--- src/rtl/mul_arbiter.sv ---
// Round-robin arbiter/sequencer sharing one Booth multiplier between two requesters.
// Accepts an operand pair, pulses mul_start, waits for done under a watchdog, returns the product.
module mul_arbiter #(
   parameter int WIDTH   = 32,
   parameter int PROD_W  = 2*WIDTH+3,
   parameter int TIMEOUT = 63
) (
   input  logic              clk,
   input  logic              rst,
   input  logic              r0_valid,
   output logic              r0_ready,
   input  logic [WIDTH-1:0]  r0_x,
   input  logic [WIDTH-1:0]  r0_y,
   input  logic              r1_valid,
   output logic              r1_ready,
   input  logic [WIDTH-1:0]  r1_x,
   input  logic [WIDTH-1:0]  r1_y,
   output logic              rsp0_valid,
   output logic              rsp1_valid,
   input  logic              rsp0_ready,
   input  logic              rsp1_ready,
   output logic [PROD_W-1:0] rsp_product,
   output logic              rsp_err,
   output logic              mul_start,
   output logic [WIDTH-1:0]  mul_x,
   output logic [WIDTH-1:0]  mul_y,
   input  logic              mul_done,
   input  logic [PROD_W-1:0] mul_product,
   output logic              busy
);

   localparam int WD_W = $clog2(TIMEOUT+1);
   localparam logic [WD_W-1:0] WD_LAST = WD_W'(TIMEOUT-1);

   typedef enum logic [3:0] {
      IDLE   = 4'b0001,
      LAUNCH = 4'b0010,
      WAIT   = 4'b0100,
      RESP   = 4'b1000
   } state_t;

   state_t            state_reg, state_next;
   logic              last_grant_reg, last_grant_next;
   logic              grant_id_reg, grant_id_next;
   logic [WIDTH-1:0]  mul_x_reg, mul_x_next;
   logic [WIDTH-1:0]  mul_y_reg, mul_y_next;
   logic [PROD_W-1:0] rsp_product_reg, rsp_product_next;
   logic              rsp_err_reg, rsp_err_next;
   logic [WD_W-1:0]   wd_cnt_reg, wd_cnt_next;

   logic              sel;
   logic [1:0]        req_valid, req_ready, rsp_valid_vec, rsp_ready_vec;
   logic              accept, rsp_hs;

   assign req_valid     = {r1_valid, r0_valid};
   assign rsp_ready_vec = {rsp1_ready, rsp0_ready};

   // Both valid: the requester that did not win last time gets the grant.
   always_comb begin
      sel = r1_valid;
      if (r0_valid && r1_valid)
         sel = ~last_grant_reg;
   end

   generate
      for (genvar gi = 0; gi < 2; gi++) begin : g_chan
         assign req_ready[gi]     = (state_reg == IDLE) & req_valid[gi] & (sel == 1'(gi));
         assign rsp_valid_vec[gi] = (state_reg == RESP) & (grant_id_reg == 1'(gi));
      end
   endgenerate

   assign r0_ready    = req_ready[0];
   assign r1_ready    = req_ready[1];
   assign rsp0_valid  = rsp_valid_vec[0];
   assign rsp1_valid  = rsp_valid_vec[1];
   assign accept      = |req_ready;
   assign rsp_hs      = |(rsp_valid_vec & rsp_ready_vec);
   assign mul_start   = (state_reg == LAUNCH);
   assign busy        = (state_reg != IDLE);
   assign mul_x       = mul_x_reg;
   assign mul_y       = mul_y_reg;
   assign rsp_product = rsp_product_reg;
   assign rsp_err     = rsp_err_reg;

   always_comb begin
      state_next       = state_reg;
      last_grant_next  = last_grant_reg;
      grant_id_next    = grant_id_reg;
      mul_x_next       = mul_x_reg;
      mul_y_next       = mul_y_reg;
      rsp_product_next = rsp_product_reg;
      rsp_err_next     = rsp_err_reg;
      wd_cnt_next      = wd_cnt_reg;
      case (state_reg)
         IDLE: begin
            if (accept) begin
               mul_x_next    = sel ? r1_x : r0_x;
               mul_y_next    = sel ? r1_y : r0_y;
               grant_id_next = sel;
               state_next    = LAUNCH;
            end
         end
         LAUNCH: begin
            wd_cnt_next = '0;
            state_next  = WAIT;
         end
         WAIT: begin
            wd_cnt_next = wd_cnt_reg + 1'b1;
            // A done arriving on the last watchdog cycle still counts as success.
            if (mul_done) begin
               rsp_product_next = mul_product;
               rsp_err_next     = 1'b0;
               state_next       = RESP;
            end else if (wd_cnt_reg == WD_LAST) begin
               rsp_product_next = '0;
               rsp_err_next     = 1'b1;
               state_next       = RESP;
            end
         end
         RESP: begin
            if (rsp_hs) begin
               last_grant_next = grant_id_reg;
               state_next      = IDLE;
            end
         end
         default: state_next = IDLE;
      endcase
   end

   always_ff @(posedge clk or posedge rst) begin
      if (rst) begin
         state_reg       <= IDLE;
         last_grant_reg  <= 1'b1;
         grant_id_reg    <= 1'b0;
         mul_x_reg       <= '0;
         mul_y_reg       <= '0;
         rsp_product_reg <= '0;
         rsp_err_reg     <= 1'b0;
         wd_cnt_reg      <= '0;
      end else begin
         state_reg       <= state_next;
         last_grant_reg  <= last_grant_next;
         grant_id_reg    <= grant_id_next;
         mul_x_reg       <= mul_x_next;
         mul_y_reg       <= mul_y_next;
         rsp_product_reg <= rsp_product_next;
         rsp_err_reg     <= rsp_err_next;
         wd_cnt_reg      <= wd_cnt_next;
      end
   end

endmodule

--- config.mk ---
export PLATFORM = sky130hd
export DESIGN_NAME = mul_arbiter
export DESIGN_NICKNAME = d
export VERILOG_FILES = /design/src/rtl/mul_arbiter.sv
export SDC_FILE = /design/constraint.sdc
export NUM_CORES = 1
export LEC_CHECK = 0
export ABC_AREA = 1
export BUFFER_PORTS_ARGS = -buffer_cell sky130_fd_sc_hd__buf_2
export CAP_MARGIN = 25
export CORE_MARGIN = 2
export CORE_UTILIZATION = 40
export CTS_CLUSTER_SIZE = 12
export DETAILED_ROUTE_END_ITERATION = 8
export PLACE_DENSITY = 0.72
export SKIP_CTS_REPAIR_TIMING = 1
export SLEW_MARGIN = 15
export SYNTH_ARGS = -nofsm -noshare
export SYNTH_HDL_FRONTEND = slang
export SYNTH_SLANG_ARGS = --single-unit
--- constraint.sdc ---
create_clock -name clk -period 9 [get_ports clk]
set_input_delay 0.45 -clock clk [delete_from_list [all_inputs] [get_ports clk]]
set_output_delay 0.45 -clock clk [all_outputs]
set_load 0.01 [all_outputs]
==> run metrics <==
area of the multi-input gates 2690 um2; endpoint of the worst-slack reg-to-reg timing path mul_y[6]; cell occurring most often along the worst timing path sky130_fd_sc_hd__buf_4; most common cell after layout, fill and taps aside sky130_fd_sc_hd__nand2_1; cell count after synthesis 864; mean number of vias per cell 4.77; overall fraction of global-route tracks in use 0.224; number of different library cells in the post-synthesis netlist 25; wire length after detailed routing 19900 um; Total Die Area 17600 um2; final setup violating endpoints 0; cell count after placement 1376; post-detailed-route count of antenna-violating nets 0; detail-routed net length per standard cell 14.1 um; total overflow reported by the global router 0; Reg2Reg Setup Slack 6.41 ns; Initial Utilization 0.404; count of vias placed by the detailed router 6741; syn_area_per_cell 7.67 um2; Reg2Reg Launch Point state_reg[0]; critical path's largest stage delay 0.57 ns; clock tree from TritonCTS yes; relative slew slack 0.516; nets 1380; Skew-Pair Late Insertion Delay 0.42 ns; area taken by flip-flops and latches 3610 um2; horizontal die dimension 133 um; number of max-capacitance violations reported 0; Core Footprint 16400 um2; post-synthesis sequential area ratio 0.544; area overhead of the layout relative to synthesis 35.7%; number of synthesis warnings 0; Worst Setup End Kind primary output; Critical Path Start Type register; worst-case clock skew 0.0133 ns; buffers added on ports 339; required time of the critical path 8.55 ns; worst slack, placed 5.82 ns; number of nets produced by synthesis 1068; Bufs and invs on worst path 4; Sum Neg Setup Slack 0 ns; DRC violations left 0; slew at the pin with the worst max-slew slack 0.726 ns; TritonRoute pass-1 iters 4; drt initial violations 355; Vert. Die Dim 133 um; maximum number of pins on one net before global-route repair 74; crit path cell chain nand2_2, buf_4, nand3_2, buf_4, inv_1, buf_2; reported leakage power 5.42 nW; Pwr Density 327 nW/um2; RSZ-0062 raised after global routing false; register bit total from synthesis 144; clock transition at the registers of the reported paths 0.06 ns; CTS root buf sky130_fd_sc_hd__clkbuf_16; I/O Pins 340; max-slew violation total from the final report 0; clock buffer depth 2; estimated wirelength of the detail-placed design 13800 um; run status complete, no violations; slowest cell on the critical path sky130_fd_sc_hd__buf_4; flip-flop count of the largest register after layout 67; number of rows created at floorplan 47; classification of the worst setup path reg2out; arrival time at the worst endpoint 2.42 ns; global-route wire length before repair 31600 um; TritonCTS buffer count 17; VDD IR-drop max 137 uV; r2r worst-path depth 8; Achievable Freq 0.349 GHz; CTS HTree Levels 4; post-route clock period utilization 0.318; routability cong. 0.865; Period minus WS final 2.87 ns; peak fanout along the critical path 66; netlist area before placement 6630 um2; commonest non-fill, non-tap cells in the layout sky130_fd_sc_hd__nand2_1 (479), sky130_fd_sc_hd__buf_2 (339), sky130_fd_sc_hd__dfrtp_1 (142); number of antenna violations at the first check in global routing 5; setup slack after layout 6.13 ns; vias in the first global route 6330; number of hold violations in the final report 0; cell family with most CP delay buffers and inverters; number of non-filler instances in the completed layout 1414; Hold Path Class in2async; count of filler cells inserted in the layout 1576; core occupancy in the finished layout 0.548; share of final-layout standard cells stronger than drive strength 1 0.332; number of clock sinks 144
## final cells by class
cell class,instances,area share
diodes,5,0.00139
clock buffers,19,0.0492
clock inverters,13,0.0124
inverters,16,0.00723
multi-input cells,648,0.299
flip-flops and latches,144,0.401
well taps,220,0.0306
repair buffers,349,0.199
## power by group
part | internal (mW) | switching (mW)
Clock | 0.387 | 0.273
Combinational | 0.444 | 0.719
Sequential | 0.955 | 0.162
Total | 1.79 | 1.15
## worst reg2reg max path: cells and delay by family (launching register included)
family                 cells  cell delay [ns]
flip-flops                 1             0.55
AND/OR/NAND/NOR            6             1.17
buffers and inverters      2             0.81
## logic make-up after synthesis
family	after synthesis	share of synthesized area
buffers and inverters	72	0.0525
adders and majority gates	2	0.00377
DFF	144	0.544
and+or+nand+nor	637	0.392
AOI/OAI and AO/OA	9	0.00755
## Yosys cell counts
master	number	area, um2
sky130_fd_sc_hd__nand3_2	1	10.0
sky130_fd_sc_hd__buf_2	26	130
sky130_fd_sc_hd__nor3_1	1	5.00
sky130_fd_sc_hd__or2_2	1	6.26
sky130_fd_sc_hd__nor2_4	1	11.3
sky130_fd_sc_hd__o21ai_0	2	10.0
sky130_fd_sc_hd__inv_2	1	3.75
sky130_fd_sc_hd__dfstp_2	2	52.6
sky130_fd_sc_hd__nor2_2	3	18.8
sky130_fd_sc_hd__buf_6	3	33.8
sky130_fd_sc_hd__nand4_1	3	18.8
sky130_fd_sc_hd__a22o_1	1	8.76
sky130_fd_sc_hd__clkbuf_1	16	60.1
sky130_fd_sc_hd__nand2_1	482	1810
sky130_fd_sc_hd__nand3_1	133	666
sky130_fd_sc_hd__nor2_1	9	33.8
sky130_fd_sc_hd__buf_4	6	45.0
sky130_fd_sc_hd__o22ai_1	1	6.26
sky130_fd_sc_hd__inv_1	15	56.3
sky130_fd_sc_hd__a21oi_1	5	25.0
sky130_fd_sc_hd__buf_1	5	18.8
sky130_fd_sc_hd__nand3b_1	2	15.0
sky130_fd_sc_hd__ha_1	2	25.0
sky130_fd_sc_hd__nand2_2	1	6.26
sky130_fd_sc_hd__dfrtp_1	142	3550
## per-layer routing
metal / GRT usage / share of wire / vias to the layer above
met3: 0.0667 / 0.079 / 25
met4: 0.0729 / 0.020 / 2
met5: 0 / 0.00065 / -
li1: - / - / 3339
met1: 0.285 / 0.42 / 3089
met2: 0.368 / 0.48 / 286
## through the flow
step	hold WS (ns)	cell area (um2)	total power, mW
floorplan	0.490	6630	1.81
detailed placement	0.453	8400	2.30
finish	0.120	9000	2.94
global route	0.172	8990	3.16
CTS	0.155	8960	2.97
global placement	0.449	8400	2.27
## how the worst max path moves through the flow
stage / slack, ns / depth (start not counted) / end / start
final: 6.13 / 6 / r1_ready / last_grant_reg
after CTS: 6.09 / 6 / r1_ready / last_grant_reg
after global placement: 5.89 / 9 / mul_y[16] / r1_valid
after detailed placement: 5.82 / 9 / mul_y[6] / r1_valid
after floorplan: 4.69 / 1 / grant_id_reg / rst
after global routing: 5.97 / 6 / r1_ready / last_grant_reg
Power figures use the tool's default switching activity.
